`src/rtl/c1541_gcr_track.sv`:
```
// Head model over one GCR track buffer: bit-cell timing, sync/byte decode on read, buffer write-back on write.
// Outputs change on the ce tick ending a bit cell; buf_we follows a byte boundary by one clk, buf_addr by two; no backpressure.
module c1541_gcr_track #(
  parameter int ADDR_W     = 13,
  parameter int BYTE_PULSE = 16
) (
  input  logic              clk,
  input  logic              reset,
  input  logic              ce,
  input  logic              mtr,
  input  logic              mode,
  input  logic [1:0]        freq,
  input  logic [ADDR_W-1:0] track_len,
  input  logic [7:0]        dout,
  output logic [7:0]        din,
  output logic              sync_n,
  output logic              byte_n,
  output logic [ADDR_W-1:0] buf_addr,
  input  logic [7:0]        buf_rdata,
  output logic [7:0]        buf_wdata,
  output logic              buf_we
);
  localparam int PW = $clog2(BYTE_PULSE + 1);

  logic [5:0]        cell_cnt;
  logic [5:0]        cell_last;
  logic [1:0]        freq_r;
  logic [2:0]        track_bit;
  logic [7:0]        rd_sr;
  logic [7:0]        pre;
  logic [9:0]        hist;
  logic [9:0]        hist_nx;
  logic [7:0]        dec_sr;
  logic [7:0]        dec_nx;
  logic [2:0]        dec_cnt;
  logic [PW-1:0]     pulse_cnt;
  logic              mode_r;
  logic [7:0]        wr_lat;
  logic              addr_inc;
  logic [ADDR_W-1:0] addr_nx;
  logic              bit_end;
  logic              boundary;

  // bit period = 4*(16-freq) ticks, so the last tick index is 63 - 4*freq
  assign cell_last = 6'd63 - {2'b00, freq_r, 2'b00};
  assign bit_end   = ce && mtr && (cell_cnt == cell_last);
  assign boundary  = bit_end && (track_bit == 3'd7);
  assign hist_nx   = {hist[8:0], rd_sr[7]};
  assign dec_nx    = {dec_sr[6:0], rd_sr[7]};

  always_comb begin
    addr_nx = buf_addr + 1'b1;
    if (track_len <= ADDR_W'(1) || buf_addr >= track_len - 1'b1)
      addr_nx = '0;
  end

  always_ff @(posedge clk) begin
    if (reset) begin
      cell_cnt  <= '0;
      freq_r    <= '0;
      track_bit <= '0;
      rd_sr     <= '0;
      pre       <= '0;
      hist      <= '0;
      dec_sr    <= '0;
      dec_cnt   <= '0;
      pulse_cnt <= '0;
      mode_r    <= 1'b1;
      wr_lat    <= '0;
      addr_inc  <= 1'b0;
      din       <= '0;
      sync_n    <= 1'b1;
      byte_n    <= 1'b1;
      buf_addr  <= '0;
      buf_wdata <= '0;
      buf_we    <= 1'b0;
    end else begin
      buf_we <= 1'b0;
      if (addr_inc) begin
        buf_addr <= addr_nx;
        addr_inc <= 1'b0;
      end
      if (!mtr) begin
        sync_n <= 1'b1;
        byte_n <= 1'b1;
      end else if (ce) begin
        if (cell_cnt == 6'd0)
          freq_r <= freq;
        cell_cnt <= bit_end ? 6'd0 : cell_cnt + 6'd1;
        if (track_bit == 3'd4)
          pre <= buf_rdata;
        if (!byte_n) begin
          if (pulse_cnt == '0)
            byte_n <= 1'b1;
          else
            pulse_cnt <= pulse_cnt - 1'b1;
        end
        if (bit_end) begin
          track_bit <= track_bit + 3'd1;
          rd_sr     <= boundary ? pre : {rd_sr[6:0], 1'b0};
          if (mode_r) begin
            hist   <= hist_nx;
            dec_sr <= dec_nx;
            sync_n <= ~&hist_nx;
            if (&hist_nx) begin
              dec_cnt <= '0;
              byte_n  <= 1'b1;
            end else begin
              dec_cnt <= dec_cnt + 3'd1;
              if (dec_cnt == 3'd7) begin
                din       <= dec_nx;
                byte_n    <= 1'b0;
                pulse_cnt <= PW'(BYTE_PULSE - 1);
              end
            end
          end else begin
            dec_cnt <= track_bit + 3'd1;
            sync_n  <= 1'b1;
          end
          if (boundary) begin
            addr_inc <= 1'b1;
            mode_r   <= mode;
            if (mode != mode_r) begin
              hist   <= '0;
              sync_n <= 1'b1;
            end
            // the latch only holds real drive data once a full write byte has passed
            if (!mode) begin
              if (!mode_r) begin
                buf_we    <= 1'b1;
                buf_wdata <= wr_lat;
              end
              wr_lat    <= dout;
              byte_n    <= 1'b0;
              pulse_cnt <= PW'(BYTE_PULSE - 1);
            end
          end
        end
      end
    end
  end
endmodule

```
`config.mk`:
```
export PLATFORM = sky130hd
export DESIGN_NAME = c1541_gcr_track
export DESIGN_NICKNAME = d
export VERILOG_FILES = /design/src/rtl/c1541_gcr_track.sv
export SDC_FILE = /design/constraint.sdc
export NUM_CORES = 1
export LEC_CHECK = 0
export ABC_AREA = 1
export CAP_MARGIN = 30
export CORE_MARGIN = 2
export CORE_UTILIZATION = 49
export DETAILED_ROUTE_END_ITERATION = 12
export PLACE_DENSITY = 0.84
export SKIP_CTS_REPAIR_TIMING = 1
export SLEW_MARGIN = 20
export SYNTH_ARGS = -nofsm -noshare
export SYNTH_HDL_FRONTEND = slang
export SYNTH_SLANG_ARGS = --single-unit
```
`constraint.sdc`:
```
create_clock -name clk -period 2.8 [get_ports clk]
set_input_delay 0.56 -clock clk [delete_from_list [all_inputs] [get_ports clk]]
set_output_delay 0.56 -clock clk [all_outputs]
set_load 0.1 [all_outputs]
```
==> impl_results.md <==
* Number of placement rows at 35
* Seq. cell area at 1860 sq um
* Vias after detailed routing at 4390
* Final RePlAce weighted congestion at 0.835
* Via density per instance at 5.21
* Ys Warns at 0
* Average wire per standard cell at 12.6 um
* Setup repair after global routing missed its margin: no
* Area share of fa/ha/maj cells after synthesis at 6.76%
* Maximum number of pins on one net before global-route repair at 22
* Global-route usage over all layers at 21.0%
* Final routed DRC violation total at 0
* Class of the worst hold path: reg2reg
* Worst-path maximum fanout at 7
* Cell internal power dissipation at 1.92 mW
* Register clock-pin slew on the reported worst setup and hold paths at 0.09 ns
* Placed cells at 826
* Net switching power at 0.557 mW
* Worst ir drop on vdd at 0.000386 V
* Startpoint types: primary input
* Setup Skew at 0.0102 ns
* Half-perimeter wire length after placement at 7990 um
* Post-synthesis cell count at 642
* Shortest period the worst path allows at 2.62 ns
* Final design area excluding fillers at 5730 sq um
* Cell Area, Placed at 5440 sq um
* Result of the run: complete, no violations
* TritonCTS buffer count at 9
* Syn_nets at 703
* Number of cells in the finished layout apart from fillers at 843
* Placeable core area at 9200 sq um
* Antenna diodes at 0
* Critical path type: in2reg
* Final worst-path cycle share at 93.7%
* Iteration-0 DRC count of the detailed router at 194
* Kind of end point of the critical path: register
* Chip Height at 101 um
* Least-Margin Pin Slew at 0.592 ns
* Total number of nets in the final design at 789
* Yosys top cell area share at 40.2%
* Count of input and output buffers at 67
* Max-slew violations at 0
* Pwr per Cell Area at 432 nW/um^2
* Final Hold Viols at 0
* Highest achievable clock rate at 0.381 GHz
* Master cell of the clock root buffer: clkbuf_8
* Io pins at 68
* Longest Clk Path Bufs at 2
* Mean area per synthesized cell at 7.21 sq um
* Clock latency reported for the late side of the worst-skew pair at 0.35 ns
* Share of total power consumed by net switching at 22.5%
* Fraction of synthesized area in multiplexers at 0%
* Seq cells post-synth at 93
* Number of filler instances in the final layout at 801
* Number of H-tree branching levels at 3
* Max-slew headroom at the worst pin at 60.1%
* Simple-gate portion of the synthesized area at 29.5%
* Number of setup violations in the final report at 0
* Antenna violations before repair at 0
* Distinct cell type count of the synthesized netlist at 32
* Dominant combinational cell family by area after synthesis: simple AND/OR/NAND/NOR gates
* Number of maximum-capacitance constraint violations at 0
* Wire length of the first global-routing pass at 17700 um
* CP required at 3.08 ns
* DR pass1 iterations at 4
* Leakage power of the design at 2.46 nW
* Post-synthesis share of cell area spent on xor and xnor gates at 4.54%
* Netlist Area Pre-Place at 4630 sq um
* Routed WL at 10600 um
* Combined area of the multi-input logic cells at 2440 sq um
* DIE AREA at 10200 sq um
* Congestion Overflow GR at 0
* Via count of the first global-routing pass at 4283
* Worst reg2reg setup slack at 0.93 ns
* Data arrival time of the critical path at 2.91 ns
* Count of clock tree sinks at 93
* Part of the total power dissipated in the clock network at 38.8%
* Fraction of final layout cells with drive strength greater than 1 at 13.5%
* Logic gate share of total power at 7.4%
* Seq/Total Area, Yosys at 40.2%
* Power share of the sequential group at 53.8%
* Synthesized-area fraction occupied by ao, oa, aoi and oai cells at 11.0%
* Ranking of synthesized cells by area: dfxtp_1 (40%), nand2_1 (11%), nor2_1 (7.9%), ha_1 (6.8%), o21ai_0 (6.2%)
* Final ANT Viol Nets at 0
* Width of the die at 101 um
* Post-synthesis to final-layout area growth at 23.8%
* Clock tree from TritonCTS: done
* Initial cell density of the core at 50.3%
* Cell type with the largest total area after synthesis: dfxtp_1
-- Yosys cell counts --
| cell | n |
|---|---|
| ha_1 | 25 |
| nand3b_1 | 2 |
| xor2_1 | 17 |
| nor2_4 | 2 |
| xnor2_1 | 7 |
| buf_6 | 4 |
| a21oi_1 | 30 |
| nor2_1 | 97 |
| a31oi_1 | 7 |
| nand4_1 | 17 |
| o311ai_0 | 1 |
| inv_1 | 63 |
| clkinv_1 | 1 |
| nor3b_1 | 1 |
| inv_2 | 1 |
| o21ai_0 | 57 |
| nor4_1 | 1 |
| nand4_4 | 1 |
| nand2_1 | 138 |
| nand2_2 | 3 |
| nor2_2 | 2 |
| buf_4 | 2 |
| nor3_4 | 1 |
| nor3_1 | 14 |
| nand3_1 | 35 |
| o21ai_1 | 3 |
| nand3_2 | 1 |
| o211ai_1 | 1 |
| clkbuf_1 | 10 |
| clkbuf_2 | 1 |
| dfxtp_1 | 93 |
| buf_2 | 4 |
-- critical path, cell delays in order --
cell,delay (ns)
clkdlybuf4s50_1,0.49
nor2_1,0.13
nand3_1,0.13
nor2_2,0.15
nand2_1,0.07
xor2_1,0.14
inv_1,0.06
ha_1,0.28
nand2_1,0.10
nor2_2,0.05
buf_4,0.12
a21oi_1,0.13
nand4_1,0.09
nand2_1,0.10
nand2_2,0.08
buf_6,0.14
nor2_1,0.09
-- sequential cells by signal (all words and copies together) (netlist names), 2 cells and up --
register,cells
buf_addr,13
hist,9
buf_wdata,8
din,8
pre,8
rd_sr,8
wr_lat,8
dec_sr,7
cell_cnt,6
pulse_cnt,5
dec_cnt,3
track_bit,3
freq_r,2
-- final timing paths --
check                                          startpoint                         to  cells after the start
worst max-delay path                         track_len[6]  buf_addr[10]$_SDFFE_PP0P_                     17
worst min-delay path                rd_sr[0]$_SDFFE_PP0P_      rd_sr[0]$_SDFFE_PP0P_                      2
worst max register to register  track_bit[0]$_SDFFE_PP0P_  pulse_cnt[3]$_SDFFE_PP0P_                      8
worst min register to register      rd_sr[0]$_SDFFE_PP0P_      rd_sr[0]$_SDFFE_PP0P_                      2
-- area by class of cell --
class,count,share of cell area (%)
Clock inverter,6,1.55
Tap cell,111,2.43
Multi-Input combinational cell,463,42.6
Inverter,65,4.26
Sequential cell,93,32.5
Clock buffer,9,2.16
Timing Repair Buffer,96,14.5
-- logic make-up (layout without fill, tap and decap cells) --
group	Yosys count	count (layout)
adder cells (fa/ha/maj)	25	25
AO/OA/AOI/OAI	99	99
flip-flops	93	93
buffers and inverters	86	176
AND/OR/NAND/NOR	315	315
XOR/XNOR	24	24
-- routing by layer --
layer / up-vias / global-route usage, % / wire [um]
met5: - / 0 / 0
met4: 0 / 7.59 / 78
met3: 8 / 2.42 / 401
met2: 102 / 39.9 / 5370
met1: 2030 / 24.0 / 4760
li1: 2250 / - / -
-- power by group through the flow --
stage	clock network [mW]	logic [mW]	registers (mW)
after floorplan	0	0.0801	1.36
after global placement	0	0.170	1.36
after detailed placement	0	0.175	1.36
after CTS	0.973	0.177	1.33
after global routing	1.02	0.201	1.33
final	0.960	0.183	1.33
-- through the flow --
stage	util [%]	TNS (ns)	power (mW)	setup WS, ns	hold slack (ns)
2_1_floorplan	-	0	1.44	0.0461	0.426
3_3_place_gp	59.1	-4.31	1.53	-0.337	0.442
3_5_place_dp	59.1	-5.44	1.54	-0.432	0.458
4_1_cts	61.4	-0.927	2.48	-0.0847	0.472
5_1_grt	62.3	0	2.56	0.0316	0.498
6_report	62.3	0	2.47	0.178	0.470
-- layout by cell type, fill, tap and decap left out, drive strengths merged --
cell type,synthesis,routed
nand2,141,141
nor2,101,101
dfxtp,93,93
inv,64,64
buf,10,61
o21ai,60,60
nand3,36,36
a21oi,30,30
clkdlybuf4s50,0,29
ha,25,25
nand4,18,18
xor2,17,17
nor3,15,15
clkbuf,11,9
xnor2,7,7
a31oi,7,7
dlymetal6s2s,0,6
clkinv,1,3
nand3b,2,2
bufinv,0,2
clkinvlp,0,2
nor3b,1,1
nor4,1,1
o311ai,1,1
o211ai,1,1
(Power assumes the default switching activity.)
